$ cat config.mk
export PLATFORM = sky130hd
export DESIGN_NAME = fetch_sequencer
export DESIGN_NICKNAME = d
export VERILOG_FILES = /design/src/rtl/fetch_sequencer.sv
export SDC_FILE = /design/constraint.sdc
export NUM_CORES = 1
export LEC_CHECK = 0
export BUFFER_PORTS_ARGS = -buffer_cell sky130_fd_sc_hd__buf_2
export CELL_PAD_IN_SITES_DETAIL_PLACEMENT = 1
export CELL_PAD_IN_SITES_GLOBAL_PLACEMENT = 2
export CORE_UTILIZATION = 32
export CTS_CLUSTER_DIAMETER = 60
export DETAILED_ROUTE_END_ITERATION = 8
export PLACE_DENSITY = 0.89
export SLEW_MARGIN = 10
export SYNTH_ARGS = -nofsm -noshare
export SYNTH_HDL_FRONTEND = slang
export SYNTH_SLANG_ARGS = --single-unit
export TNS_END_PERCENT = 10
$ cat constraint.sdc
create_clock -name Clk -period 2.9 [get_ports Clk]
set_input_delay 0.145 -clock Clk [delete_from_list [all_inputs] [get_ports Clk]]
set_output_delay 0.145 -clock Clk [all_outputs]
set_load 0.02 [all_outputs]
$ cat src/rtl/fetch_sequencer.sv
// Program-flow controller: owns the PC, runs start/halt handshaking and steps
// through the two-word BNE form (opcode word followed by an absolute target word).
module fetch_sequencer #(
  parameter int          ADDR_W     = 9,
  parameter int unsigned START_ADDR = 0,
  parameter int          CNT_W      = 16
) (
  input  logic              Clk,
  input  logic              Reset,
  input  logic              Start,
  input  logic [8:0]        instruction,
  input  logic              branch_taken,
  input  logic              halt_req,
  output logic [ADDR_W-1:0] pc,
  output logic              read_jump,
  output logic              run_en,
  output logic              done,
  output logic [CNT_W-1:0]  instr_count
);

  typedef enum logic [1:0] {IDLE, RUN, JOPND, HALTED} state_t;

  localparam logic [ADDR_W-1:0] START_PC = ADDR_W'(START_ADDR);

  state_t              state_q, state_d;
  logic [ADDR_W-1:0]   pc_q, pc_d;
  logic [CNT_W-1:0]    cnt_q, cnt_d;
  logic                read_jump_q, run_en_q, done_q;
  logic [ADDR_W-1:0]   target;
  logic                is_bne;

  // The operand word is an absolute target; fit it to the PC width.
  if (ADDR_W <= 9) begin : g_trunc
    assign target = instruction[ADDR_W-1:0];
  end else begin : g_zext
    assign target = {{(ADDR_W-9){1'b0}}, instruction};
  end

  assign is_bne = (instruction[8:6] == 3'b111);

  always_comb begin
    state_d = state_q;
    pc_d    = pc_q;
    cnt_d   = cnt_q;
    case (state_q)
      IDLE, HALTED: begin
        if (Start) begin
          state_d = RUN;
          pc_d    = START_PC;
          cnt_d   = '0;
        end
      end
      RUN: begin
        cnt_d = (cnt_q == '1) ? cnt_q : cnt_q + CNT_W'(1);
        if (halt_req) begin
          state_d = HALTED;
        end else if (is_bne && branch_taken) begin
          state_d = JOPND;
          pc_d    = pc_q + ADDR_W'(1);
        end else if (is_bne) begin
          pc_d    = pc_q + ADDR_W'(2);
        end else begin
          pc_d    = pc_q + ADDR_W'(1);
        end
      end
      JOPND: begin
        state_d = RUN;
        pc_d    = target;
      end
      default: begin
        state_d = IDLE;
        pc_d    = START_PC;
      end
    endcase
  end

  always_ff @(posedge Clk or posedge Reset) begin
    if (Reset) begin
      state_q     <= IDLE;
      pc_q        <= START_PC;
      cnt_q       <= '0;
      read_jump_q <= 1'b0;
      run_en_q    <= 1'b0;
      done_q      <= 1'b0;
    end else begin
      state_q     <= state_d;
      pc_q        <= pc_d;
      cnt_q       <= cnt_d;
      read_jump_q <= (state_d == JOPND);
      run_en_q    <= (state_d == RUN);
      done_q      <= (state_d == HALTED);
    end
  end

  assign pc          = pc_q;
  assign read_jump   = read_jump_q;
  assign run_en      = run_en_q;
  assign done        = done_q;
  assign instr_count = cnt_q;

endmodule

==> reports/results.txt, run 1 <==
Async S/R FF share, synth = 1.00
Hold Path Class = in -> reg
Total wire length = 4770 um
Core Footprint = 5240 um2
Initial antenna violation count = 0
Fraction of the yosys area taken by sequential cells = 0.421
Layout cells sized above 1 = 0.244
Post-layout util = 0.412
Power per cell area = 809 nW/um2
Reg area = 751 um2
Final Hold Vio Count = 0
Initial core utilization = 0.340
Nature of the critical path endpoint = flip-flop
Slowest stage cell, crit path = or4_2
Num CTS Buffers = 5
Die W = 76.6 um
Yosys cell types = 42
Sw frac = 0.450
Max Cap Viol = 0
Clock skew = 0.00537 ns
Post_cts resized = 0
Main flop type after synthesis = dfrtp_1
DR vias = 1642
Clock Pin Slew Worst Setup and Hold Paths = 0.07 ns
Max VDD drop = 332 uV
FMAX = 0.396 GHz
Most common cell after layout, fill and taps aside = buf_2
Syn Std Cell Area = 1780 um2
Port buffer count = 41
Gr ovfl total = 0
Largest net degree at the start of global routing = 31
DRT Pass-1 Iters = 4
GR Util All Layers = 0.174
Met3 usage = 0.0395
Crit-path cells = inv_1 -> ha_1 -> mux2i_1 -> nor2_1 -> or4_2 -> nand2_1
Setup CP Type = reg -> reg
Psw = 0.785 mW
Area Growth Syn to Fin = 21.0%
CP arrival = 2.74 ns
Multi-input combinational cell area = 968 um2
Antenna-violating nets left = 0
Synth Area per Inst = 8.96 um2
DP HPWL = 3440 um
Register bit total from synthesis = 30
Post-layout minimum cycle time = 2.52 ns
First-pass GRT wire length = 8010 um
Critical path required time = 3.12 ns
Hold_buf cts = 1
Synthesized netlist cell count = 199
Final setup violation count = 0
Syn. warnings = 0
Met2 Use GR = 0.264
Cell Rows = 26
Clk sinks = 30
Outcome = complete, no violations
Setup TNS = 0 ns
Total die area = 5870 um2
DRC Markers = 0
Fin crit share = 0.870
Routability cong. = 0.747
Worst Setup Start Kind = flip-flop
IO Count = 42
Unrepaired setup endpoints after global routing = no
Worst skew pair latency = 0.28 ns
Vias in the first global route = 1638
CTS tree = built
Maximum fanout along the worst path = 8
Clock share of power = 0.183
Syn_nets = 218
CP peak stage delay = 0.69 ns
Sequential Power Share = 0.357
Worst slew pin tran = 0.734 ns
Setup bufs post-CTS = 0
WL/cell = 15.1 um
Fin nets = 265
Internal = 0.959 mW
Drt via density = 5.20
Comb pwr share = 0.460
Root Driver = clkbuf_8
1st-iter DRT viols = 54
Total design power = 1.74 mW
ANT cells = 0
CTS Buffer Depth = 2
Die Y = 76.6 um
Static Leak = 1.03 nW
H-tree levels = 2
Global-route track usage on met1 = 0.241
Fillers = 653
Most frequent cells in the layout = buf_2 (41), nand2_1 (34), dfrtp_1 (30), nor2_1 (16), o21ai_0 (14)
Gr busiest metal = met2
Max_slew headroom = 0.509
Slew Limit Fails = 0
Number of synthesized flops with an enable pin = 0
==> per-stage QoR <==
step	setup WS [ns]	hold slack, ns	cell area, um2	instances
floorplan	0.797	0.236	1780	199
global placement	0.414	0.247	2070	308
detailed placement	0.381	0.252	2070	308
CTS	0.373	0.0898	2160	316
global route	0.228	0.130	2160	316
finish	0.377	0.0884	2160	316
==> layout make-up <==
type                            instances  area share
Sequential cell                        30       0.348
Tap cell                               70      0.0406
Inverter                               11      0.0191
Timing Repair Buffer                   44       0.107
Clock buffer                            5      0.0319
Multi-Input combinational cell        154       0.449
Clock inverter                          2     0.00464
==> kinds of logic (layout without fill, tap and decap cells) <==
group	Yosys count	in the layout	share of synthesized area
AND/OR/NAND/NOR	86	86	0.236
AO/OA/AOI/OAI	51	51	0.208
flip-flops	30	30	0.421
buffers and inverters	15	62	0.0358
XOR/XNOR	6	6	0.0295
multiplexers	6	6	0.0344
adder cells (fa/ha/maj)	5	5	0.0351
==> worst max-delay path: cells and delay by family, from the launching register on <==
kind / cells / cell delay [ns]
buffers and inverters: 1 / 0.05
and+or+nand+nor: 3 / 1.05
adders and majority gates: 1 / 0.41
muxes: 1 / 0.58
DFF: 1 / 0.37
==> path summary, 6_finish.rpt <==
kind / depth (start not counted) / from / to / slack [ns]
max in group asynchronous: 4 / Reset / instr_count[0] / 2.12
min: 3 / instruction[3] / pc[3] / 0.09
max reg2reg: 6 / state_q[0] / instr_count[9] / 0.38
min reg2reg: 2 / instr_count[1] / instr_count[1] / 0.56
max: 6 / state_q[0] / instr_count[9] / 0.38
min in group asynchronous: 4 / Reset / pc[4] / 0.49
==> Yosys cell counts (3+ instances only) <==
master,instances,area share
clkbuf_1,3,0.0063
nand4_1,4,0.014
a21oi_1,6,0.017
xnor2_1,3,0.015
a31oi_1,5,0.018
nand2b_1,4,0.014
nand2_1,34,0.072
inv_1,11,0.023
xor2_1,3,0.015
o21ai_0,14,0.039
o221ai_1,3,0.015
nor2_1,16,0.034
a22oi_1,4,0.017
a21o_1,4,0.017
nor3_1,5,0.014
nand3_1,9,0.025
mux2i_1,5,0.028
dfrtp_1,30,0.42
ha_1,5,0.035
nor2b_1,3,0.011
or4_2,3,0.015
==> power groups by stage <==
stage | combinational (mW) | clock [mW] | sequential (mW)
3_5_place_dp | 0.803 | 0 | 0.629
6_report | 0.802 | 0.320 | 0.623
3_3_place_gp | 0.786 | 0 | 0.627
5_1_grt | 0.896 | 0.348 | 0.639
4_1_cts | 0.808 | 0.332 | 0.622
2_1_floorplan | 0.481 | 0 | 0.698
==> metal layers <==
metal	up-vias	share of wire
met1	788	0.50
met3	5	0.034
met2	32	0.45
met5	-	0
met4	0	0.011
li1	817	-
==> state kept, by name, summed over array words and instances, names as in the netlist <==
signal	flops
pc	9
run_en	1
state_q	2
done	1
read_jump	1
instr_count	16
No activity file was read; power rests on OpenSTA's default activity.
==> run 2: changes to the inputs <==
--- a/config.mk
+++ b/config.mk
@@ -8,10 +8,10 @@
 export BUFFER_PORTS_ARGS = -buffer_cell sky130_fd_sc_hd__buf_2
 export CELL_PAD_IN_SITES_DETAIL_PLACEMENT = 1
 export CELL_PAD_IN_SITES_GLOBAL_PLACEMENT = 2
-export CORE_UTILIZATION = 32
+export CORE_UTILIZATION = 28
 export CTS_CLUSTER_DIAMETER = 60
 export DETAILED_ROUTE_END_ITERATION = 8
-export PLACE_DENSITY = 0.89
+export PLACE_DENSITY = 0.83
 export SLEW_MARGIN = 10
 export SYNTH_ARGS = -nofsm -noshare
 export SYNTH_HDL_FRONTEND = slang
==> constraint.sdc (replaced) <==
create_clock -name Clk -period 2.22 [get_ports Clk]
set_input_delay 0.111 -clock Clk [delete_from_list [all_inputs] [get_ports Clk]]
set_output_delay 0.111 -clock Clk [all_outputs]
set_load 0.02 [all_outputs]
==> reports/results.txt, run 2 (synthesized netlist as in run 1, its figures left out) <==
Root Driver = clkbuf_8
Max FFs per register = 16
Reg area = 751 um2
Setup CP Type = reg -> reg
Setup bufs post-CTS = 0
Final setup violation count = 0
Port buffer count = 41
DRT Pass-1 Iters = 4
Most frequent cells in the layout = buf_2 (41), nand2_1 (34), dfrtp_1 (30), nor2_1 (16), buf_4 (15)
Clock Pin Slew Worst Setup and Hold Paths = 0.07 ns
Max Used Layer = met4
Worst setup path startpoint = state_q[0]
Antenna-violating nets left = 0
Clock skew = 0.00667 ns
Total wire length = 4950 um
Hold Path Class = in -> reg
Cell Rows = 28
Layout cells sized above 1 = 0.288
IO Count = 42
Fillers = 750
Gr ovfl total = 0
DRC Markers = 0
Die W = 81.8 um
Multi-input combinational cell area = 975 um2
DR vias = 1700
ANT cells = 0
Vias in the first global route = 1702
Core Footprint = 6030 um2
Total die area = 6690 um2
Worst slew pin tran = 0.400 ns
Met3 routed WL = 186 um
Fin nets = 278
Max Cap Viol = 0
1st-iter DRT viols = 82
CTS tree = built
CTS Buffer Depth = 2
Metal1 wirelength = 2380 um
Static Leak = 1.10 nW
CP arrival = 2.29 ns
Power per cell area = 1080 nW/um2
Final Hold Vio Count = 0
Largest net degree at the start of global routing = 31
DP HPWL = 3670 um
Worst skew pair latency = 0.29 ns
Setup TNS = 0 ns
Post-layout minimum cycle time = 2.06 ns
First-pass GRT wire length = 8230 um
Most common cell after layout, fill and taps aside = buf_2
Worst Setup Start Kind = flip-flop
Outcome = complete, no violations
FMAX = 0.486 GHz
Num CTS Buffers = 5
Slew Limit Fails = 0
Unrepaired setup endpoints after global routing = no
HP Start = instruction[4]
Reg-to-reg startpoint = state_q[0]
Drt via density = 5.07
Max VDD drop = 407 uV
WL/cell = 14.8 um
Total design power = 2.45 mW
Routability cong. = 0.767
Post-DP Area = 2170 um2
Area Growth Syn to Fin = 27.9%
Wire length on met2 = 2290 um
Fin crit share = 0.928
Max_slew headroom = 0.733
Initial antenna violation count = 0
H-tree levels = 2
Nature of the critical path endpoint = flip-flop
Clk sinks = 30
GR Util All Layers = 0.167
Die Y = 81.8 um
Worst hold slack = 0.0524 ns
Initial core utilization = 0.296
Layout Cell Area excl Fill = 2280 um2
Maximum fanout along the worst path = 10
Critical path required time = 2.45 ns
==> run 2: critical path, cell delays in order, from the launching register on <==
cell and delay, ns:
dfrtp_1 0.39, inv_1 0.07, ha_2 0.31, nand2b_1 0.18, nand2_1 0.12, o2111ai_4 0.19, or4_2 0.65, nand2_1 0.09
==> run 2: power breakdown <==
group          total (mW)  switching [mW]  internal [mW]
combinational        1.19           0.700          0.487
clock               0.464           0.214          0.250
sequential          0.801           0.137          0.664
==> run 2: worst paths after layout <==
path                             endpoint  slack [ns]  cells after the start
max reg2reg                instr_count[9]        0.16                      7
min reg2reg                instr_count[1]        0.56                      2
min in group asynchronous  instr_count[9]        0.44                      4
max                        instr_count[9]        0.16                      7
max in group asynchronous      state_q[0]        1.49                      4
min                                 pc[4]        0.05                      3
==> run 2: final cells by class <==
class                           count  area share
Sequential cell                    30       0.329
Tap cell                           75      0.0412
Multi-Input combinational cell    154       0.428
Timing Repair Buffer               57       0.144
Inverter                           11      0.0181
Clock inverter                      1     0.00220
Clock buffer                        7      0.0379
==> run 2: repair_timing <==
action / 4_1_cts / 5_1_grt
hold buffers: 1 / 0
endpoints found under the setup margin: 0 / 3
gates resized for setup: 0 / 2
hold endpoints to repair: 30 / 0
==> run 2: through the flow <==
stage                util  std cells  setup WS [ns]
floorplan               -        199          0.117
global placement    0.360        326          0.187
detailed placement  0.360        326          0.108
CTS                 0.377        335         0.0938
global route        0.378        335         0.0158
finish              0.378        335          0.160
==> run 2: routing by layer <==
metal	vias to the layer above	track usage
met5	-	0
met3	9	0.0400
met2	31	0.258
li1	839	-
met4	0	0.0737
met1	821	0.219
==> run 3: changes to the inputs <==
--- a/config.mk
+++ b/config.mk
@@ -8,10 +8,10 @@
 export BUFFER_PORTS_ARGS = -buffer_cell sky130_fd_sc_hd__buf_2
 export CELL_PAD_IN_SITES_DETAIL_PLACEMENT = 1
 export CELL_PAD_IN_SITES_GLOBAL_PLACEMENT = 2
-export CORE_UTILIZATION = 28
+export CORE_UTILIZATION = 34
 export CTS_CLUSTER_DIAMETER = 60
 export DETAILED_ROUTE_END_ITERATION = 8
-export PLACE_DENSITY = 0.83
+export PLACE_DENSITY = 0.93
 export SLEW_MARGIN = 10
 export SYNTH_ARGS = -nofsm -noshare
 export SYNTH_HDL_FRONTEND = slang
==> constraint.sdc (replaced) <==
create_clock -name Clk -period 2.4 [get_ports Clk]
set_input_delay 0.12 -clock Clk [delete_from_list [all_inputs] [get_ports Clk]]
set_output_delay 0.12 -clock Clk [all_outputs]
set_load 0.02 [all_outputs]
==> reports/results.txt, run 3 (synthesized netlist as in run 1, its figures left out) <==
DP HPWL = 3460 um
Layout Cell Area excl Fill = 2240 um2
Worst slew pin tran = 0.566 ns
Fillers = 617
DRC Markers = 0
CTS tree = built
Num CTS Buffers = 5
Most common cell after layout, fill and taps aside = buf_2
Max FFs per register = 16
Final std cells w/o fill = 321
Crit-path cells = inv_1 -> ha_1 -> nand2b_1 -> nand2_1 -> o2111ai_4 -> or4_2 -> nand2_1
DRT Pass-1 Iters = 4
Clock skew = 0.00822 ns
Post-DP Area = 2120 um2
Global-route track usage on met1 = 0.245
Maximum fanout along the worst path = 10
Critical path required time = 2.62 ns
Post-layout minimum cycle time = 2.24 ns
Nature of the critical path endpoint = flip-flop
Outcome = complete, no violations
Worst skew pair latency = 0.28 ns
Max_slew headroom = 0.622
Setup CP Type = reg -> reg
WL/cell = 14.7 um
Cell Rows = 25
First-pass GRT wire length = 7690 um
DR vias = 1688
CP arrival = 2.45 ns
Gr busiest metal = met2
CP peak stage delay = 0.65 ns
Cell repeated most along the worst path = nand2_1
Gr ovfl total = 0
Unrepaired setup endpoints after global routing = no
Setup WS post-layout = 0.164 ns
1st-iter DRT viols = 97
DP Worst Slack = 0.152 ns
Final setup violation count = 0
Fin crit share = 0.932
Final Hold Vio Count = 0
Max VDD drop = 459 uV
Largest net degree at the start of global routing = 31
Reg area = 751 um2
Total design power = 2.27 mW
Hold Path Class = in -> reg
Slew Limit Fails = 0
Clk sinks = 30
Most frequent cells in the layout = buf_2 (41), nand2_1 (34), dfrtp_1 (30), nor2_1 (16), o21ai_0 (14)
Port buffer count = 41
ANT cells = 0
Setup TNS = 0 ns
Met3 usage = 0.0325
Layout cells sized above 1 = 0.264
Fin nets = 272
H-tree levels = 2
Slowest stage cell, crit path = or4_2
IO Count = 42
Worst Setup Start Kind = flip-flop
Post_cts resized = 0
Antenna-violating nets left = 0
Vias in the first global route = 1658
Root Driver = clkbuf_8
Die W = 74.4 um
Initial core utilization = 0.365
Dpl cells = 312
Initial antenna violation count = 0
Max Cap Viol = 0
GR Util All Layers = 0.184
CTS Buffer Depth = 2
Total wire length = 4720 um
Power per cell area = 1010 nW/um2
Static Leak = 1.07 nW
Clock Pin Slew Worst Setup and Hold Paths = 0.06 ns
FMAX = 0.447 GHz
Area Growth Syn to Fin = 25.5%
Met2 Use GR = 0.292
Total die area = 5540 um2
Core Footprint = 4880 um2
Die Y = 74.4 um
Routability cong. = 0.832
Multi-input combinational cell area = 968 um2
Setup bufs post-CTS = 0
Drt via density = 5.26
-- run 3: changes by cell type in the layout (fill, tap and decap cells not counted), sizes merged --
| cell | before | now |
|---|---|---|
| bufinv | 0 | 1 |
| clkbuf | 7 | 6 |
| clkinvlp | 0 | 1 |
| buf | 56 | 50 |
| clkinv | 1 | 0 |
-- run 3: per-stage QoR --
stage               utilization  hold WS, ns
floorplan                     -        0.211
global placement          0.434        0.220
detailed placement        0.434        0.229
CTS                       0.458       0.0587
global route              0.458       0.0799
finish                    0.458       0.0603
-- run 3: layer usage --
metal | vias up | wire length, um
met5 | - | 0
met4 | 0 | 76
met3 | 8 | 128
met2 | 27 | 2150
met1 | 823 | 2360
li1 | 830 | -
-- run 3: timing repair --
item,CTS,global route
setup endpoints to repair,0,0
hold buffers,1,0
endpoints found under the hold margin,30,0
-- run 3: where the power goes --
group          internal (mW)  switching (mW)  leakage (nW)
registers              0.614           0.133         0.400
clock network          0.309           0.196        0.0514
logic                  0.392           0.622         0.621
-- run 3: worst max-delay path, delay by kind of cell (launching register included) --
kind	cells	cell delay, ns
AOI/OAI and AO/OA	1	0.24
adders and majority gates	1	0.38
buffers and inverters	1	0.05
DFF	1	0.37
and+or+nand+nor	4	1.14
-- run 3: final timing paths --
check | start | to | slack, ns | cells past startpoint
max in group asynchronous | Reset | instr_count[10] | 1.66 | 4
min in group asynchronous | Reset | pc[0] | 0.45 | 4
setup / recovery | state_q[0] | instr_count[9] | 0.16 | 7
hold / removal | instruction[3] | pc[3] | 0.06 | 3
setup reg to reg | state_q[0] | instr_count[9] | 0.16 | 7
hold reg to reg | instr_count[1] | instr_count[1] | 0.54 | 2
-- run 3: cell type report --
class / count / area share
clock inverter: 2 / 0.0168
multi-input combinational: 154 / 0.433
sequential: 30 / 0.336
tap: 67 / 0.0375
timing repair buffer: 51 / 0.126
clock buffer: 6 / 0.0324
inverter: 11 / 0.0185
